File: config.mk
export PLATFORM = sky130hd
export DESIGN_NAME = mem_resp_rx
export DESIGN_NICKNAME = d
export VERILOG_FILES = /design/src/rtl/mem_resp_rx.sv
export SDC_FILE = /design/constraint.sdc
export NUM_CORES = 1
export LEC_CHECK = 0
export CORE_UTILIZATION = 41
export DETAILED_ROUTE_END_ITERATION = 16
export PLACE_DENSITY_LB_ADDON = 0.3
export SLEW_MARGIN = 20
export SYNTH_ARGS = -nofsm -noshare
export SYNTH_HDL_FRONTEND = slang
export SYNTH_SLANG_ARGS = --single-unit
File: constraint.sdc
create_clock -name clk_ctrl -period 2.12 [get_ports clk_ctrl]
set_input_delay 0.212 -clock clk_ctrl [delete_from_list [all_inputs] [get_ports clk_ctrl]]
set_output_delay 0.212 -clock clk_ctrl [all_outputs]
set_load 0.01 [all_outputs]
File: src/rtl/mem_resp_rx.sv
// Remote-memory response receiver: matches MACK/MDATA packets against the spy's single
// outstanding request, returns load data, pulses unblock, and drains/counts bad packets.
module mem_resp_rx #(
  parameter int XY_SZ     = 3,
  parameter int OFFSET_SZ = 12,
  parameter int ERR_CNT_W = 8
) (
  input  logic                 clk_ctrl,
  input  logic                 clk_ctrl_rst_high,
  input  logic                 stream_in_TVALID,
  input  logic [31:0]          stream_in_TDATA,
  input  logic [3:0]           stream_in_TKEEP,
  input  logic                 stream_in_TLAST,
  output logic                 stream_in_TREADY,
  input  logic                 req_pending,
  input  logic                 req_is_load,
  input  logic [2*XY_SZ-1:0]   req_dest_id,
  output logic                 unblock,
  output logic [31:0]          mem_rdata_rv,
  output logic [ERR_CNT_W-1:0] err_cnt,
  output logic                 rx_idle
);

  localparam int SRC_LO  = OFFSET_SZ + 2 * XY_SZ;
  localparam int SRC_HI  = OFFSET_SZ + 4 * XY_SZ - 1;
  localparam int CODE_LO = OFFSET_SZ + 4 * XY_SZ + 1;
  localparam logic [2:0] CODE_MACK  = 3'd1;
  localparam logic [2:0] CODE_MDATA = 3'd2;
  localparam logic [ERR_CNT_W-1:0] ERR_ONE = {{(ERR_CNT_W - 1){1'b0}}, 1'b1};

  typedef enum logic [2:0] {
    S_HDR   = 3'd0,
    S_DATA  = 3'd1,
    S_TAIL  = 3'd2,
    S_DROP  = 3'd3,
    S_UNBLK = 3'd4
  } state_t;

  // Handshake: a beat moves on a rising clk_ctrl edge only when TVALID and TREADY are both 1;
  // TREADY depends on the state register alone, never on TVALID.
  state_t state_q, state_d;
  logic   is_mdata_q;
  logic   done_q;
  logic   beat;
  logic   hdr_match;
  logic   err_inc;
  logic   capture;
  logic [2*XY_SZ-1:0] hdr_src;
  logic [2:0]         hdr_code;
  logic               unused_keep;

  assign unused_keep      = ^stream_in_TKEEP;
  assign stream_in_TREADY = (state_q != S_UNBLK);
  assign rx_idle          = (state_q == S_HDR);
  assign beat             = stream_in_TVALID & stream_in_TREADY;
  assign hdr_src          = stream_in_TDATA[SRC_HI:SRC_LO];
  assign hdr_code         = stream_in_TDATA[CODE_LO+2:CODE_LO];

  // done_q blocks a second response to the same request from unblocking the spy again.
  assign hdr_match = req_pending && !done_q && (hdr_src == req_dest_id) &&
                     (((hdr_code == CODE_MDATA) && req_is_load) ||
                      ((hdr_code == CODE_MACK) && !req_is_load));

  always_comb begin
    state_d = state_q;
    err_inc = 1'b0;
    capture = 1'b0;
    case (state_q)
      S_HDR: begin
        if (beat) begin
          if (stream_in_TLAST) begin
            err_inc = 1'b1;
          end else if (hdr_match) begin
            state_d = S_DATA;
          end else begin
            err_inc = 1'b1;
            state_d = S_DROP;
          end
        end
      end
      S_DATA: begin
        if (beat) begin
          capture = is_mdata_q;
          if (stream_in_TLAST) begin
            state_d = S_UNBLK;
          end else begin
            err_inc = 1'b1;
            state_d = S_TAIL;
          end
        end
      end
      S_TAIL: begin
        if (beat && stream_in_TLAST) state_d = S_UNBLK;
      end
      S_DROP: begin
        if (beat && stream_in_TLAST) state_d = S_HDR;
      end
      S_UNBLK: state_d = S_HDR;
      default: state_d = S_HDR;
    endcase
  end

  always_ff @(posedge clk_ctrl or posedge clk_ctrl_rst_high) begin
    if (clk_ctrl_rst_high) begin
      state_q      <= S_HDR;
      is_mdata_q   <= 1'b0;
      done_q       <= 1'b0;
      unblock      <= 1'b0;
      mem_rdata_rv <= '0;
      err_cnt      <= '0;
    end else begin
      state_q <= state_d;
      // Registered so the pulse coincides exactly with the S_UNBLK cycle.
      unblock <= (state_d == S_UNBLK);
      if (beat && (state_q == S_HDR)) is_mdata_q <= (hdr_code == CODE_MDATA);
      if (capture) mem_rdata_rv <= stream_in_TDATA;
      if (err_inc && (err_cnt != {ERR_CNT_W{1'b1}})) err_cnt <= err_cnt + ERR_ONE;
      if (state_q == S_UNBLK) begin
        done_q <= 1'b1;
      end else if (!req_pending) begin
        done_q <= 1'b0;
      end
    end
  end

endmodule

## Word level (Yosys, flattened, before mapping)

Cells that the tools add are included.

| word-level totals | value |
|---|---|
| logic and storage cells | 49 |
| register bits | 46 |
| input bits | 48 |

| cells by class | value |
|---|---|
| bitwise operators | 1 |
| reductions and logical operators | 12 |
| add/subtract/negate cells | 1 |
| multiplexer cells | 18 |
| eq/ne operators | 11 |

Operators with widths:

| cell | number |
|---|---|
| $mux W3 | 6 |
| $pmux W3 S4 | 1 |
| $eq A3 B2 Y1 const B | 3 |
| $mux W1 | 9 |
| $add A8 B1 Y8 const B | 1 |
| $logic_and A1 B1 Y1 | 8 |
| $ne A8 B8 Y1 const B | 1 |
| $eq A3 B1 Y1 const B | 2 |
| $eq A3 B3 Y1 const B | 2 |
| $eq A6 B6 Y1 | 1 |
| $logic_not A3 Y1 | 1 |
| $ne A3 B3 Y1 const B | 1 |
| $logic_not A1 Y1 | 2 |
| $mux W2 | 1 |
| $ne A2 B1 Y1 const B | 1 |
| $pmux W1 S2 | 1 |
| $and A1 B1 Y1 | 1 |
| $logic_or A1 B1 Y1 | 1 |

## Depth between registers and ports, before layout

Gate-level depths: netlist (run 1).

| depth | value |
|---|---|
| depth in word-level cells | 9 |
| mapped depth | 6 |

## Worst setup path after synthesis (run 1)

OpenSTA, ideal clock, no wires.

| path | value |
|---|---|
| kind | register to register |
| from | reg state_q[1] |
| to | reg mem_rdata_rv[10] |
| path slack | 405 ps |
| data arrival time | 1,590 ps |
| stages on the path, launching flop included | 6 |
| required time | 1,995 ps |
| clock period less this slack | 1,715 ps |
| buffers on the path | 2 |
| path through | dfrtp_1 > nor3b_1 > and3_1 > clkbuf_1 > buf_2 > mux2_2 |

| between the ends | value |
|---|---|
| longest elaborated chain between the ends | 4 |
| elaborated cells between the ends (all ways) | 5 |
| those cells by class | 2 x eq/ne; 2 x mux; 1 x bitwise |

RTL lines:

| what | RTL line | source |
|---|---|---|
| start: declaration | 41 | `state_t state_q, state_d;` |
| start signal: assignment | 112 | `state_q <= state_d;` |
| $ne A3 B3 Y1 | 53 | `assign stream_in_TREADY = (state_q != S_UNBLK);` |
| $and A1 B1 Y1 | 55 | `assign beat = stream_in_TVALID & stream_in_TREADY;` |
| $mux W1 | 82 | `if (beat) begin` |
| $mux W1 (*) | 68 | `case (state_q)` |
| end signal: assignment | 116 | `if (capture) mem_rdata_rv <= stream_in_TDATA;` |
| end: declaration | 19 | `output logic [31:0] mem_rdata_rv,` |

Every way passes the cells marked *; elsewhere a longest branch is shown, timed or not.
A chain may end at the register's enable or synchronous reset.

## Final worst setup path (run 1)

| path | value |
|---|---|
| from | reg state_q[0] |
| to | out stream_in_TREADY |

| between the ends | value |
|---|---|
| longest elaborated chain between the ends | 1 |

RTL lines:

| what | RTL line | source |
|---|---|---|
| $ne A3 B3 Y1 | 53 |  |
| end: declaration | 14 | `output logic stream_in_TREADY,` |

No other way between the ends.

==> qor.log, run 1 <==
qor: global_routing.wire_length_of_the_first_global_routing_pass 7017 µm
qor: finish.fin_util 68.44%
qor: logic_synthesis.seq_area_frac_synth 57.90%
qor: global_routing.grt_util_met3 8.720%
qor: logic_synthesis.synth-main-ff-cell sky130_fd_sc_hd__dfrtp_1
qor: clock_tree.numCtsBuffers 5
qor: finish.fillers 346
qor: clock_tree.cts-htree-levels 2
qor: sta.setup_violation_total_in_the_final_timing_report 0
qor: floorplanning.fp.dieH 71.64 µm
qor: finish.antennaDiodeCount 0
qor: clock_tree.tritoncts yes
qor: placed_design.preCtsSetupSlack 69.83 ps
qor: clock_tree.clk_path_buf_depth 2
qor: clock_tree.cts_post_setup_buffers_inserted 0
qor: global_routing.grt.overflow.total 0
qor: global_routing.grt_start_max_net_pins 28
qor: sta.timing.fmax 0.5525 GHz
qor: sta.fin_crit 1810 ps
qor: global_routing.use_met2 29.45%
qor: pwr.vdd.ir_drop.worst 0.6202 mV
qor: placed_design.dpl.hpwl 3175 µm
qor: sta.skew 4.588 ps
qor: clock_tree.cts_hold_buffers 0
qor: pwr.finalPower 2.992 mW
qor: detailed_routing.drcViolationCount 0
qor: setup_path.criticalPathCategory reg -> out
qor: floorplanning.std_cell_rows 24
qor: sta.final-max-slew-violation-count 0
qor: global_routing.grt.busiest_layer met2
qor: placed_design.buffer_ports.inserted 86
qor: logic_synthesis.syn_inst 150
qor: finish.layout.cell_area.non_filler 3083 µm²
qor: logic_synthesis.synth_seq_cells 46
qor: sta.final.hold.worst_slack 260.8 ps
qor: logic_synthesis.syn_avg_cell_area 13.25 µm²
qor: logic_synthesis.synthesis.nets 199
qor: detailed_routing.post_route_wl 4189 µm
qor: finish.layout-drive-gt1-share 19.43%
qor: global_routing.initial_antenna_violation_count 0
qor: setup_path.endpoint_kind output port
qor: placed_design.gpl.final_weighted_congestion 0.7696
qor: logic_synthesis.number_of_distinct_library_cells_after_synthesis 31
qor: setup_path.setup.worst_path.start_class register
qor: detailed_routing.final_antenna_violating_net_count 0
qor: floorplanning.initial_utilization 44.14%
qor: floorplanning.boundaryPins 91
qor: global_routing.grt_util_all_layers 18.03%
qor: setup_path.worstPathMaxFanout 8
qor: clock_tree.numClockSinks 46
qor: clock_tree.cts_resized 0
qor: global_routing.first_global_vias 1552
qor: logic_synthesis.synth_edf_count 0
qor: placed_design.place.detailed.instances 291
qor: floorplanning.die_x 71.64 µm
qor: detailed_routing.avgRoutedWirePerCell 14.01 µm
qor: pwr.p_per_area 970.5 nW/µm²
qor: finish.final_cells 299
qor: sta.final.setup.worst_slack 310.1 ps
qor: sta.timing_hold_violations_final 0
qor: min_path.hold_path_class in -> async
qor: logic_synthesis.async_flop_share 100.0%
qor: global_routing.gr-usage-met1 20.87%
qor: logic_synthesis.synth.yosys.warnings 0
qor: flow_run.max_cap_viol_count 0
qor: status.status completed
qor: sta.fin_crit_sh 85.37%
qor: sta.fin_tns_setup 0 ps
qor: detailed_routing.via_count 1507
qor: detailed_routing.drt_iter0_drc 42
qor: clock_tree.clock_tree.root_cell sky130_fd_sc_hd__clkbuf_8
qor: setup_path.data_arrival_time_of_the_critical_path 1600 ps
qor: clock_tree.clock_network_latency_to_the_later_pin_of_the_worst_skew_pair 300 ps
qor: finish.area.growth.synth_to_final 55.07%
qor: detailed_routing.via_per_inst 5.040
qor: logic_synthesis.post_synth_instance_area 1988 µm²
qor: sta.grt_setup_unrepaired no
qor: pwr.p_leak 1.392 nW
qor: sta.max_slew.worst_pin.slew 521.3 ps
qor: detailed_routing.detailedRoute.firstPassIterationCount 5
qor: sta.slew_headroom 65.20%
qor: placed_design.placed_area 2977 µm²
qor: setup_path.required 1910 ps
qor: clock_tree.clk_pin_slew 80 ps
qor: floorplanning.design.die.area 5132 µm²
qor: floorplanning.placeableCoreArea 4504 µm²
qor: finish.finalNetCount 295
-- cells in the final DEF (no fill, tap or decap), drive strengths merged --
master         count
a211oi             1
a21oi              1
a221oi             1
a32oi              1
and3               3
buf                8
bufinv             1
clkbuf             7
clkdlybuf4s50     86
dfrtp             46
ha                 1
inv                5
mux2              33
nand2             11
nand3              5
nand3b             2
nand4              3
nor2               6
nor2b              2
nor3               3
nor3b              1
nor4b              1
o211ai             1
o21ai              2
o41ai              1
or3b               1
xnor2              6
xor2               8
-- routing by layer --
layer,vias up,routed length [µm]
met2,51,2021
li1,709,-
met3,9,353
met1,738,1757
met4,0,57
met5,-,0
-- state kept, by name, summed over array words and instances (netlist names) --
register,count
done_q,1
err_cnt,8
is_mdata_q,1
state_q,3
unblock,1
mem_rdata_rv,32
-- final timing paths --
check | slack [ps] | endpoint | start | cells after the start
setup / recovery | 310 | stream_in_TREADY | state_q[0]$_DFF_PP0_ | 3
hold / removal | 260 | state_q[0]$_DFF_PP0_ | clk_ctrl_rst_high | 2
setup reg to reg | 450 | mem_rdata_rv[8]$_DFFE_PP0P_ | state_q[2]$_DFF_PP0_ | 4
hold reg to reg | 490 | mem_rdata_rv[31]$_DFFE_PP0P_ | mem_rdata_rv[31]$_DFFE_PP0P_ | 1
max in group asynchronous | 1360 | mem_rdata_rv[1]$_DFFE_PP0P_ | clk_ctrl_rst_high | 3
min in group clk_ctrl | 480 | done_q$_DFFE_PP0P_ | req_pending | 3
-- area by class of cell --
type,instances,area [µm²],share of cell area (%)
multi-input combinational,94,795.8,25.81
sequential,46,1151,37.34
tap,52,65.06,2.110
inverter,5,18.77,0.6088
clock buffer,7,76.32,2.476
clock inverter,1,30.03,0.9740
timing repair buffer,94,945.9,30.68
-- report_power, final --
part,internal [mW],switching (mW)
clock network,0.353,0.285
logic,0.681,0.374
registers,1.12,0.179
total,2.15,0.838
-- cells by family (layout without fill, tap and decap cells) --
kind of cell	count (synthesis)	after routing	synth area share (%)
xor gates and xnor gates	14	14	6.168
AOI/OAI and AO/OA	8	8	3.335
muxes	33	33	18.88
and+or+nand+nor	38	38	11.01
buffers and inverters	10	107	2.077
adders and majority gates	1	1	0.6292
DFF	46	46	57.90
-- critical path: stages (launching register included) --
cell and delay (ps):
sky130_fd_sc_hd__dfrtp_1 470, sky130_fd_sc_hd__nor2_1 220, sky130_fd_sc_hd__nand2_1 100, sky130_fd_sc_hd__clkdlybuf4s50_1 500
-- cell usage after synthesis, types with 3 or more instances --
cell,count,area [µm²]
sky130_fd_sc_hd__and3_1,3,18.77
sky130_fd_sc_hd__buf_2,3,15.01
sky130_fd_sc_hd__dfrtp_1,46,1151
sky130_fd_sc_hd__inv_1,5,18.77
sky130_fd_sc_hd__mux2_1,6,67.56
sky130_fd_sc_hd__mux2_2,26,292.8
sky130_fd_sc_hd__nand2_1,11,41.29
sky130_fd_sc_hd__nand3_1,5,25.02
sky130_fd_sc_hd__nor2_1,6,22.52
sky130_fd_sc_hd__xnor2_1,6,52.55
sky130_fd_sc_hd__xor2_1,8,70.07
(Power assumes the default switching activity.)
==> run 2, diff against run 1 <==
--- a/config.mk
+++ b/config.mk
@@ -7,6 +7,7 @@
 export LEC_CHECK = 0
 export CORE_UTILIZATION = 41
 export DETAILED_ROUTE_END_ITERATION = 16
+export HOLD_SLACK_MARGIN = 0.03
 export PLACE_DENSITY_LB_ADDON = 0.3
 export SLEW_MARGIN = 20
 export SYNTH_ARGS = -nofsm -noshare
==> constraint.sdc (replaced) <==
create_clock -name clk_ctrl -period 2 [get_ports clk_ctrl]
set_input_delay 0.2 -clock clk_ctrl [delete_from_list [all_inputs] [get_ports clk_ctrl]]
set_output_delay 0.2 -clock clk_ctrl [all_outputs]
set_load 0.01 [all_outputs]
==> run 2 against run 1 <==
Net effect: sequential share of layout area fell by 0.076 points; cell area grew 0.20%; first-iteration DRC count decreased by 7.1%.
==> qor.log, run 2 (synthesized netlist as in run 1, its figures left out) <==
qor: status.status completed
qor: finish.final_cells 301 [+0.67%]
qor: clock_tree.clk_pin_slew 80 ps [about the same]
qor: floorplanning.die_x 71.64 µm [unchanged]
qor: sta.fin_crit_sh 89.08%
qor: sta.setup_violation_total_in_the_final_timing_report 0 [unchanged]
qor: clock_tree.numClockSinks 46 [unchanged]
qor: floorplanning.fp.dieH 71.64 µm [unchanged]
qor: sta.timing_hold_violations_final 0 [unchanged]
qor: finish.layout-drive-gt1-share 20.88% [+1.5 points]
qor: clock_tree.clock_network_latency_to_the_later_pin_of_the_worst_skew_pair 290 ps [about the same]
qor: detailed_routing.via_count 1487 [-1.3%]
qor: placed_design.place.detailed.instances 293 [+0.69%]
qor: clock_tree.numCtsBuffers 5 [unchanged]
qor: finish.largest_register_ff_count 32 [unchanged]
qor: global_routing.first_global_vias 1573 [+1.4%]
qor: finish.antennaDiodeCount 0 [unchanged]
qor: setup_path.endpoint_kind output port
qor: pwr.finalPower 3.134 mW [+4.7%]
qor: setup_path.worstPathMaxFanout 8 [unchanged]
qor: floorplanning.std_cell_rows 24 [unchanged]
qor: finish.finalNetCount 297 [+0.68%]
qor: finish.layout.cell_area.non_filler 3089 µm² [+0.20%]
qor: sta.fin_tns_setup 0 ps [unchanged]
qor: global_routing.initial_antenna_violation_count 0 [unchanged]
qor: flow_run.max_cap_viol_count 0 [unchanged]
qor: sta.final.setup.worst_slack 218.4 ps [-91.65 ps]
qor: placed_design.gpl.final_weighted_congestion 0.8084 [+5.0%]
qor: finish.area.growth.synth_to_final 55.38%
qor: global_routing.grt_util_all_layers 17.77% [-0.26 points]
qor: setup_path.setup.worst_path.start_class register
qor: placed_design.dpl.hpwl 3216 µm [+1.3%]
qor: sta.max_slew.worst_pin.slew 418.0 ps [-103.3 ps]
qor: sta.slew_headroom 72.09% [+6.9 points]
qor: finish.layout_common_cells sky130_fd_sc_hd__clkdlybuf4s50_1 (86), sky130_fd_sc_hd__dfrtp_1 (46), sky130_fd_sc_hd__mux2_2 (26)
qor: detailed_routing.avgRoutedWirePerCell 13.71 µm [-2.1%]
qor: floorplanning.placeableCoreArea 4504 µm² [unchanged]
qor: detailed_routing.drcViolationCount 0 [unchanged]
qor: global_routing.grt_start_max_net_pins 29 [+3.6%]
qor: pwr.p_per_area 1014 nW/µm² [+4.5%]
qor: global_routing.grt.overflow.total 0 [unchanged]
qor: placed_design.buffer_ports.inserted 86 [unchanged]
qor: floorplanning.boundaryPins 91 [unchanged]
qor: clock_tree.clk_path_buf_depth 2 [unchanged]
qor: floorplanning.initial_utilization 44.14% [unchanged]
qor: detailed_routing.detailedRoute.firstPassIterationCount 4 [-1]
qor: min_path.hold_path_class in -> async
qor: clock_tree.clock_tree.root_cell sky130_fd_sc_hd__clkbuf_8
qor: detailed_routing.final_antenna_violating_net_count 0 [unchanged]
qor: clock_tree.cts_resized 0 [unchanged]
qor: sta.fin_crit 1782 ps
qor: sta.final-max-slew-violation-count 0 [unchanged]
qor: sta.skew 7.712 ps [+3.123 ps]
qor: global_routing.wire_length_of_the_first_global_routing_pass 6982 µm [-0.50%]
qor: placed_design.placed_area 2979 µm² [about the same]
qor: sta.timing.fmax 0.5613 GHz
qor: clock_tree.cts-htree-levels 2 [unchanged]
qor: clock_tree.cts_hold_buffers 0 [unchanged]
qor: finish.max_flop_register mem_rdata_rv
qor: clock_tree.cts_post_setup_buffers_inserted 0 [unchanged]
qor: pwr.p_leak 1.405 nW [+0.94%]
qor: setup_path.data_arrival_time_of_the_critical_path 1580 ps [-20 ps]
qor: detailed_routing.via_per_inst 4.940 [-2.0%]
qor: sta.final.hold.worst_slack 218.1 ps [-42.74 ps]
qor: floorplanning.design.die.area 5132 µm² [unchanged]
qor: finish.top_regs mem_rdata_rv: 32 flops, err_cnt: 8 flops, state_q: 3 flops
qor: detailed_routing.drt_iter0_drc 39 [-7.1%]
qor: setup_path.required 1800 ps [-110 ps]
qor: detailed_routing.post_route_wl 4128 µm [-1.5%]
qor: sta.grt_setup_unrepaired no
qor: finish.fin_util 68.58% [+0.14 points]
qor: finish.mostFrequentLayoutCell sky130_fd_sc_hd__clkdlybuf4s50_1
qor: placed_design.preCtsSetupSlack -54.63 ps [-124.5 ps]
qor: pwr.vdd.ir_drop.worst 0.6455 mV [+4.1%]
qor: clock_tree.tritoncts yes
qor: setup_path.criticalPathCategory reg -> out
run 2: cell types whose count changed in the layout (fill, tap and decap cells not counted):
cell                        before  now
sky130_fd_sc_hd__buf_12          2    1
sky130_fd_sc_hd__buf_4           6    9
sky130_fd_sc_hd__bufinv_16       1    0
sky130_fd_sc_hd__clkbuf_1        2    0
sky130_fd_sc_hd__clkbuf_8        5    8
run 2: path summary, 6_finish.rpt:
path	endpoint	cells after the start	start	slack, ps
min reg2reg	is_mdata_q$_DFFE_PP0P_	2	is_mdata_q$_DFFE_PP0P_	480
min	mem_rdata_rv[13]$_DFFE_PP0P_	2	clk_ctrl_rst_high	220
min in group clk_ctrl	done_q$_DFFE_PP0P_	3	req_pending	470
max reg2reg	mem_rdata_rv[20]$_DFFE_PP0P_	4	state_q[1]$_DFF_PP0_	260
max in group asynchronous	mem_rdata_rv[21]$_DFFE_PP0P_	3	clk_ctrl_rst_high	1300
max	stream_in_TREADY	3	state_q[0]$_DFF_PP0_	220
run 2: area by class of cell:
type | count | area, µm²
flip-flops and latches | 46 | 1151
multi-input cells | 94 | 795.8
clock buffers | 8 | 110.1
repair buffers | 96 | 948.4
inverters | 5 | 18.77
fillers | 360 | 1415
well taps | 52 | 65.06
run 2: power by group:
part / internal (mW) / switching, mW / total [mW]
sequential: 1.19 / 0.188 / 1.38
combinational: 0.725 / 0.393 / 1.12
clock: 0.349 / 0.292 / 0.641
run 2: routing by layer:
layer / track usage [%] / part of all wire [%] / vias to the layer above
li1: - / - / 716
met1: 20.63 / 42 / 708
met2: 29.35 / 48 / 54
met3: 6.751 / 8.0 / 9
met4: 7.843 / 1.9 / 0
met5: 0 / 0 / -
run 2: critical path, cell delays in order, from the launching register on:
cell and delay, ps:
sky130_fd_sc_hd__dfrtp_1 470, sky130_fd_sc_hd__nor2_1 210, sky130_fd_sc_hd__nand2_1 110, sky130_fd_sc_hd__clkdlybuf4s50_1 500
==> run 3, diff against run 2 <==
--- a/config.mk
+++ b/config.mk
@@ -6,6 +6,7 @@
 export NUM_CORES = 1
 export LEC_CHECK = 0
 export CORE_UTILIZATION = 41
+export CTS_CLUSTER_SIZE = 16
 export DETAILED_ROUTE_END_ITERATION = 16
 export HOLD_SLACK_MARGIN = 0.03
 export PLACE_DENSITY_LB_ADDON = 0.3
==> results of run 3 <==
Final layout, timing and power as in run 2 (identical DEF).
